### config.mk
export PLATFORM = sky130hd
export DESIGN_NAME = bt_exmem_resp
export DESIGN_NICKNAME = d
export VERILOG_FILES = /design/src/rtl/bt_exmem_resp.sv
export SDC_FILE = /design/constraint.sdc
export NUM_CORES = 1
export LEC_CHECK = 0
export CELL_PAD_IN_SITES_DETAIL_PLACEMENT = 0
export CELL_PAD_IN_SITES_GLOBAL_PLACEMENT = 1
export CORE_AREA = 5 5 148 150
export DETAILED_ROUTE_END_ITERATION = 8
export DIE_AREA = 0 0 153 155
export PLACE_DENSITY_LB_ADDON = 0.1
export RECOVER_POWER = 50
export SYNTH_ARGS = -nofsm -noshare
export SYNTH_HDL_FRONTEND = slang
export SYNTH_SLANG_ARGS = --single-unit
### constraint.sdc
create_clock -name bsb_clk -period 7.09 [get_ports bsb_clk]
set_input_delay 1.418 -clock bsb_clk [delete_from_list [all_inputs] [get_ports bsb_clk]]
set_output_delay 1.418 -clock bsb_clk [all_outputs]
set_load 0.01 [all_outputs]
### src/rtl/bt_exmem_resp.sv
// BR/EDR external-memory responder: arbitrates bredr_em and pcm_dma onto one SRAM.
// Optional BT_EXMEM_PCM_PRIO_EN: pcm_dma wins every tie instead of round-robin.
`timescale 1ns/1ps
module bt_exmem_resp #(
    parameter int RAM_AW   = 12,
    parameter int WAIT_CYC = 0
) (
    input  logic              bsb_clk,
    input  logic              bsb_rst,
    input  logic [22:0]       bt_exmem_baseadr,
    input  logic              bredr_em_req,
    input  logic [3:0]        bredr_em_we,
    input  logic [22:0]       bredr_em_adr,
    input  logic [31:0]       bredr_em_wdat,
    output logic [31:0]       bredr_em_rdat,
    output logic              bredr_em_ack,
    input  logic              pcm_dma_req,
    input  logic [3:0]        pcm_dma_we,
    input  logic [22:0]       pcm_dma_adr,
    input  logic [31:0]       pcm_dma_wdat,
    output logic [31:0]       pcm_dma_rdat,
    output logic              pcm_dma_ack,
    output logic              ram_cs,
    output logic [3:0]        ram_we,
    output logic [RAM_AW-1:0] ram_adr,
    output logic [31:0]       ram_wdat,
    input  logic [31:0]       ram_rdat,
    output logic              exmem_err
);

    typedef enum logic [2:0] {
        S_IDLE,
        S_ACC,
        S_CAP,
        S_WAIT,
        S_RESP
    } state_t;

    state_t state, state_nx;

    logic              gnt_pcm;
    logic              pick_pcm;
    logic [3:0]        we_q;
    logic [RAM_AW-1:0] adr_q;
    logic [31:0]       wdat_q;
    logic              win_q;
    logic [3:0]        wcnt;
    logic [31:0]       bredr_rdat_q;
    logic [31:0]       pcm_rdat_q;
    logic [3:0]        sel_we;
    logic [22:0]       sel_adr;
    logic [31:0]       sel_wdat;
    logic [22:0]       off;
    logic [20:0]       off_w;
    logic              sel_win;
    logic              any_req;
    logic              unused_ok;

`ifdef BT_EXMEM_PCM_PRIO_EN
    assign pick_pcm = pcm_dma_req;
`else
    logic last_pcm;
    assign pick_pcm = pcm_dma_req & (~bredr_em_req | ~last_pcm);
`endif

    assign any_req = bredr_em_req | pcm_dma_req;

    // Winner's request fields and its offset into the window
    always_comb begin
        sel_we   = pick_pcm ? pcm_dma_we   : bredr_em_we;
        sel_adr  = pick_pcm ? pcm_dma_adr  : bredr_em_adr;
        sel_wdat = pick_pcm ? pcm_dma_wdat : bredr_em_wdat;
        off      = {sel_adr[22:2], 2'b00} - bt_exmem_baseadr;
        off_w    = off[22:2];
        sel_win  = (off_w >> RAM_AW) == '0;
    end

    assign unused_ok = ^{off[1:0], sel_adr[1:0]};

    // State register
    always_ff @(posedge bsb_clk) begin
        if (bsb_rst) state <= S_IDLE;
        else         state <= state_nx;
    end

    // Request latch, wait counter, read-data capture and grant history
    always_ff @(posedge bsb_clk) begin
        if (bsb_rst) begin
            gnt_pcm      <= 1'b0;
            we_q         <= '0;
            adr_q        <= '0;
            wdat_q       <= '0;
            win_q        <= 1'b0;
            wcnt         <= '0;
            bredr_rdat_q <= '0;
            pcm_rdat_q   <= '0;
`ifndef BT_EXMEM_PCM_PRIO_EN
            last_pcm     <= 1'b1;
`endif
        end else begin
            unique case (state)
                S_IDLE: begin
                    if (any_req) begin
                        gnt_pcm <= pick_pcm;
                        we_q    <= sel_we;
                        adr_q   <= off[RAM_AW+1:2];
                        wdat_q  <= sel_wdat;
                        win_q   <= sel_win;
                    end
                end
                S_CAP: begin
                    wcnt <= '0;
                    if (gnt_pcm)
                        pcm_rdat_q <= (win_q && we_q == 4'd0) ? ram_rdat : 32'd0;
                    else
                        bredr_rdat_q <= (win_q && we_q == 4'd0) ? ram_rdat : 32'd0;
                end
                S_WAIT: wcnt <= wcnt + 4'd1;
                S_RESP: begin
`ifndef BT_EXMEM_PCM_PRIO_EN
                    last_pcm <= gnt_pcm;
`endif
                end
                default: ;
            endcase
        end
    end

    // Next state and SRAM / handshake outputs
    always_comb begin
        state_nx     = state;
        ram_cs       = 1'b0;
        ram_we       = '0;
        ram_adr      = '0;
        ram_wdat     = '0;
        bredr_em_ack = 1'b0;
        pcm_dma_ack  = 1'b0;
        exmem_err    = 1'b0;
        unique case (state)
            S_IDLE: if (any_req) state_nx = S_ACC;
            S_ACC: begin
                ram_cs = win_q;
                if (win_q) begin
                    ram_we   = we_q;
                    ram_adr  = adr_q;
                    ram_wdat = wdat_q;
                end
                state_nx = S_CAP;
            end
            S_CAP: state_nx = (WAIT_CYC == 0) ? S_RESP : S_WAIT;
            S_WAIT: if (wcnt == 4'(WAIT_CYC - 1)) state_nx = S_RESP;
            S_RESP: begin
                bredr_em_ack = ~gnt_pcm;
                pcm_dma_ack  = gnt_pcm;
                exmem_err    = ~win_q;
                state_nx     = S_IDLE;
            end
            default: state_nx = S_IDLE;
        endcase
    end

    assign bredr_em_rdat = bredr_rdat_q;
    assign pcm_dma_rdat  = pcm_rdat_q;

endmodule
Word level (Yosys, flattened, before mapping):

Cells that the tools add are included.

* add/sub/neg operators: 2
* $mul: 0
* divide/modulo/power cells: 0
* magnitude comparators: 0
* equal/unequal tests: 7
* shifts and indexed selects: 0
* muxes and demuxes: 18
* bitwise operators: 7
* reductions and logical operators: 9

Operators with widths (number)
* 32-bit 2-to-1 mux: 4
* 12-bit 2-to-1 mux: 2
* 23-bit 2-to-1 mux: 1
* 23-bit subtractor: 1
* 21-bit zero test: 1
* 4-bit 2-to-1 mux: 3
* 3-bit one-hot mux with 4 select lines: 1
* 4-bit one-hot mux with 2 select lines: 1
* 2-bit AND reduction: 4
* 3-bit by 2-bit equality test with 1-bit output (second input constant): 2
* 3-bit 2-to-1 mux: 2
* 4-bit by 1-bit adder with 4-bit output (second input constant): 1
* 4-bit equality test (second input constant): 1
* 4-bit zero test: 1
* 1-bit 2-to-1 mux: 4
* 2-bit != test (second input constant): 2
* 1-bit inverter: 4
* 3-bit by 1-bit equality test with 1-bit output (second input constant): 1
* 3-bit equality test (second input constant): 1
* 3-bit zero test: 1
* 1-bit bitwise OR: 2
* 2-bit nonzero test: 1
* 1-bit bitwise AND: 1
* 1-bit logical AND: 1

* flip-flop bits (word level): 122
* latch bits: 0
* memory bits (writable): 0
* ROM bits: 0
* bits of input ports: 177
* output and inout bits: 116
* memories kept: 0

Logic depth before layout (Yosys ltp):

* word-level depth: 6
* gate-level depth with buffers: 14

Least setup slack after synthesis:

OpenSTA, ideal clock, no wires.

* path kind: in2reg
* start: input port pcm_dma_req
* end: register win_q
* arrival: 4.889 ns
* required time: 6.994 ns
* slack: 2.105 ns
* stages on the path: 13
* buffers on the path: 2
* path through: a21boi_1 > clkbuf_1 > clkbuf_1 > mux2_2 > ha_1 > a21oi_2 > o21ai_1 > a311oi_1 > a21oi_1 > or4_1 > a311oi_1 > nand4_1 > o41ai_2

* longest elaborated chain between the ends: 4
* elaborated cells on any way between the ends: 6
* classes of those cells: add/sub: 1; mux: 1; bitwise: 2; reduce/logical: 2

RTL lines
* from (decl): line 17 `input logic pcm_dma_req,`
* 1-bit bitwise AND: line 63 `assign pick_pcm = pcm_dma_req & (~bredr_em_req | ~last_pcm);`
* 23-bit 2-to-1 mux: line 71 `sel_adr = pick_pcm ? pcm_dma_adr : bredr_em_adr;`
* 23-bit subtractor: line 73 `off = {sel_adr[22:2], 2'b00} - bt_exmem_baseadr;`
* 21-bit zero test: line 75 `sel_win = (off_w >> RAM_AW) == '0;`
* to (signal assigned): line 108 `win_q <= sel_win;`
* to (decl): line 46 `logic win_q;`

Several ways; a longest one is shown, not always the timed one.
A chain may end at the register's enable or synchronous reset.

Final worst setup path:

* start: input port bsb_rst
* end: register state[2]

RTL lines
* from (decl): line 9 `input logic bsb_rst,`
* to (signal assigned): line 83 `else state <= state_nx;`
* to (decl): line 39 `state_t state, state_nx;`

No word-level cell between the ends.

==> impl_summary.log <==
[metrics] largest buffer count on any clock path: 2
[metrics] number of standard cells after synthesis: ~800
[metrics] critical path launch point type: primary input
[metrics] TritonCTS clock tree: yes
[metrics] Critical Path End Type: flop
[metrics] Crit path max-delay family: buffers and inverters
[metrics] combined buffer and inverter count along the critical path: 2
[metrics] Critical R2R Launch: last_pcm
[metrics] most common cell type on the critical path: sky130_fd_sc_hd__clkbuf_1
[metrics] Syn-to-layout area delta: 57.34%
[metrics] worst-skew pair later-pin latency: 0.41 ns
[metrics] peak supply drop: 0.1511 mV
[metrics] net count of the finished layout: 1256
[metrics] normalized max-slew margin: -106.6%
[metrics] number of antenna violations at the first check in global routing: 1
[metrics] Core Region: between 20000 and 25000 µm²
[metrics] hold violation total from the final report: 0
[metrics] clock transition at the register clock pins on the worst setup and hold paths after CTS: 0.05 ns
[metrics] number of warnings issued by yosys: 0
[metrics] post-synthesis area per instance: 8.052 µm²
[metrics] detailed router's first-iteration violation count: 284
[metrics] total number of placement rows: 53
[metrics] library cells used by synthesis: 58
[metrics] Hold Path Stages: 2
[metrics] failing checks: capacitance limit, slew limit
[metrics] peak clock frequency supported by timing: 0.1759 GHz
[metrics] post-cts repair resize count: 0
[metrics] starting utilization of the core area: between 30% and 40%
[metrics] origin of the worst min-delay path: adr_q[9]
[metrics] final critical-path share of the clock period: around 80%
[metrics] via count: about 6500
[metrics] Setup Skew: 0.008584 ns
[metrics] max-slew violations: 126
[metrics] syn_nets: 999
[metrics] Post-Syn Area: roughly 6400 µm²
[metrics] mean number of vias per cell: 4.794
[metrics] least setup slack across all paths after layout: 1.403 ns
[metrics] pin count of the biggest net entering global routing: 68
[metrics] first-pass GRT wire length: 32.98 mm
[metrics] cell with the biggest individual delay on the critical path: sky130_fd_sc_hd__clkbuf_1
[metrics] flip-flop cell with the highest count after synthesis: sky130_fd_sc_hd__dfxtp_1
[metrics] setup violation total in the final timing report: 0
[metrics] total routing usage reported by global routing: 17.09%
[metrics] remaining number of nets flagged by the antenna check after routing: 0
[metrics] grt ovf: 0
[metrics] First-pass DRT Iterations: 4
[metrics] overall power of the completed layout: 2.063 mW
[metrics] dpl ws: ~1.4 ns
[metrics] proportion of synthesized chip area in sequential cells: 37.87%
[metrics] signal arrival time at the worst endpoint: between 5 and 6 ns
[metrics] worst-path fanout max: 67
[metrics] most frequent cells in the layout: sky130_fd_sc_hd__clkdlybuf4s50_1, sky130_fd_sc_hd__dfxtp_1, sky130_fd_sc_hd__nand2_1
[metrics] Met3 Wirelength: 1.283 mm
[metrics] highest routed layer: met4
[metrics] via count of the first global-routing pass: just over 6000
[metrics] per-cell routed wire length: around 16 µm
[metrics] number of cells on the worst reg-to-reg path: 12
[metrics] R2R setup slack: a little over 3 ns
[metrics] Final Hold Slack: 0.4439 ns
[metrics] chip height: between 150 and 200 µm
[metrics] final HPWL from detailed placement: around 15 mm
[metrics] met2 wire len: between 10 and 15 mm
[metrics] weighted congestion reported at the end of routability-driven placement: 0.8793
[metrics] number of buffers created by CTS: 17
[metrics] EDFF count, synth: 0
[metrics] Setup Buffers After CTS: 0
[metrics] Hold WC Path Type: reg2reg
[metrics] residual DRC count: 0
[metrics] power density of the placed cells: ~200 nW/µm²
[metrics] Min Clock Period, post-route: 5.687 ns
[metrics] start point of the critical path: bsb_rst
[metrics] kind of critical path: in2reg
[metrics] Yosys reg bits: around 120
[metrics] Worst path max stage delay: 2.30 ns
[metrics] # hold bufs at CTS: 0
[metrics] wire length on met1: between 9 and 10 mm
[metrics] DRT Wirelength: 20.93 mm
[metrics] utilization after layout: between 40% and 50%
[metrics] layout cell share with drive strength beyond 1: 7.477%
[metrics] ordered list of cells on the worst path: clkbuf_1 > clkbuf_1 > nor3b_1
[metrics] number of top-level design ports: around 300
[metrics] worst hold endpoint: adr_q[9]
[metrics] unrepaired setup endpoints after global routing: false
[metrics] IO Port Bufs: ~290
[metrics] leakage power figure: roughly 3.9 nW
[metrics] async set-reset flop share out of synthesis: 0%
[metrics] setup_tns: 0 ns
[metrics] Horiz. Die Dim: 153 µm
[metrics] result of the run: finished, violations left
[metrics] most common library cell in the layout ignoring fill and taps: sky130_fd_sc_hd__clkdlybuf4s50_1
[metrics] CTS root buffer: sky130_fd_sc_hd__clkbuf_16
[metrics] capture point of the worst reg-to-reg path: win_q
[metrics] CP Data Required Time: between 7 and 8 ns
[metrics] H-Tree Level Count: 4
[metrics] area of the die: 23720 µm²
[metrics] actual transition at the worst max-transition pin: 3.099 ns
[metrics] clock tree sinks: 122
[metrics] count of max-cap constraint violations: 2
-- per-stage QoR --
step                      std cells  area, µm²
after global placement         1314       9545
after detailed placement       1314       9545
after floorplan                 801       6450
after CTS                      1345      10160
after global routing           1346      10150
final                          1346      10150
-- worst register-to-register path, stage by stage (launching register included) --
cell and delay, ns:
sky130_fd_sc_hd__dfxtp_1 0.33, sky130_fd_sc_hd__a21boi_4 0.44, sky130_fd_sc_hd__buf_4 0.34, sky130_fd_sc_hd__mux2_2 0.37, sky130_fd_sc_hd__ha_1 0.35, sky130_fd_sc_hd__a21oi_1 0.28
sky130_fd_sc_hd__o21ai_1 0.12, sky130_fd_sc_hd__a311oi_1 0.49, sky130_fd_sc_hd__a21oi_1 0.12, sky130_fd_sc_hd__or4_1 0.53, sky130_fd_sc_hd__a311oi_1 0.24, sky130_fd_sc_hd__nand4_1 0.15
sky130_fd_sc_hd__o41ai_2 0.20
-- cells by family (layout without fill, tap and decap cells) --
kind of cell | after synthesis | count (layout) | share of synthesized area [%]
simple gates | 326 | 326 | 24.35
compound gates | 179 | 179 | 17.77
flops | 122 | 122 | 37.87
buf+inv | 82 | 351 | 4.811
mux | 57 | 57 | 9.234
fa+ha+maj | 21 | 21 | 4.074
xor+xnor | 14 | 14 | 1.901
other cells | 0 | 1 | 0
-- layer usage --
| layer | GRT usage [%] | vias up |
|---|---|---|
| li1 | - | 3308 |
| met1 | 21.61 | 2944 |
| met2 | 28.47 | 181 |
| met3 | 4.979 | 20 |
| met4 | 4.922 | 0 |
| met5 | 0 | - |
-- flip-flops by register name (all words and copies together) (netlist names) --
register and flops:
last_pcm 1, gnt_pcm 1, win_q 1, pcm_dma_rdat 32
bredr_em_rdat 32, we_q 4, wdat_q 32, state 3
adr_q 12, wcnt 4
-- worst max path at each step --
stage | endpoint | slack, ns | cells past startpoint
6_report | state[2] | 1.40 | 3
5_1_grt | gnt_pcm | 0.89 | 3
4_1_cts | win_q | 1.86 | 13
3_5_place_dp | win_q | 1.44 | 13
3_3_place_gp | win_q | 1.45 | 13
2_1_floorplan | win_q | 2.11 | 13
-- cell type report --
cell class,count,area (µm²)
sequential,122,2442
clock inverter,12,163.9
inverter,23,86.33
fill,2119,10410
timing repair buffer,297,2937
clock buffer,19,452.9
tap,275,344.1
antenna,1,2.502
multi-input combinational,597,3720
-- Yosys cell counts, types with 2 or more instances --
library cell	count	area, µm²
sky130_fd_sc_hd__nand3_1	73	365.4
sky130_fd_sc_hd__buf_2	2	10.01
sky130_fd_sc_hd__a211oi_1	39	292.8
sky130_fd_sc_hd__ha_1	21	262.8
sky130_fd_sc_hd__a21oi_1	94	470.5
sky130_fd_sc_hd__o21a_1	4	30.03
sky130_fd_sc_hd__mux2i_1	37	370.4
sky130_fd_sc_hd__xor2_1	5	43.79
sky130_fd_sc_hd__and3_1	4	25.02
sky130_fd_sc_hd__nor2_1	57	214.0
sky130_fd_sc_hd__o21ai_2	2	17.52
sky130_fd_sc_hd__a21o_1	3	22.52
sky130_fd_sc_hd__mux2_2	20	225.2
sky130_fd_sc_hd__inv_1	23	86.33
sky130_fd_sc_hd__nor2b_1	3	18.77
sky130_fd_sc_hd__nor3_1	6	30.03
sky130_fd_sc_hd__nor3b_1	4	30.03
sky130_fd_sc_hd__or3_1	5	31.28
sky130_fd_sc_hd__clkbuf_1	52	195.2
sky130_fd_sc_hd__or2_2	2	12.51
sky130_fd_sc_hd__a311oi_1	2	17.52
sky130_fd_sc_hd__buf_1	5	18.77
sky130_fd_sc_hd__a31oi_1	4	25.02
sky130_fd_sc_hd__xnor2_1	9	78.83
sky130_fd_sc_hd__dfxtp_1	122	2442
sky130_fd_sc_hd__nand2b_1	8	50.05
sky130_fd_sc_hd__o21ai_0	8	40.04
sky130_fd_sc_hd__a21oi_2	4	35.03
sky130_fd_sc_hd__and2_1	49	306.5
sky130_fd_sc_hd__nand4_1	3	18.77
sky130_fd_sc_hd__o211ai_1	2	15.01
sky130_fd_sc_hd__nand4b_1	2	17.52
sky130_fd_sc_hd__nand2_1	101	379.1
sky130_fd_sc_hd__nand3b_1	2	15.01
-- power by group --
| part | leakage, nW | internal, mW | total, mW | switching, mW |
|---|---|---|---|---|
| sequential | 0.995 | 0.731 | 0.754 | 0.0224 |
| combinational | 2.57 | 0.204 | 0.406 | 0.202 |
| clock | 0.301 | 0.575 | 0.903 | 0.328 |
(Power assumes the default switching activity.)
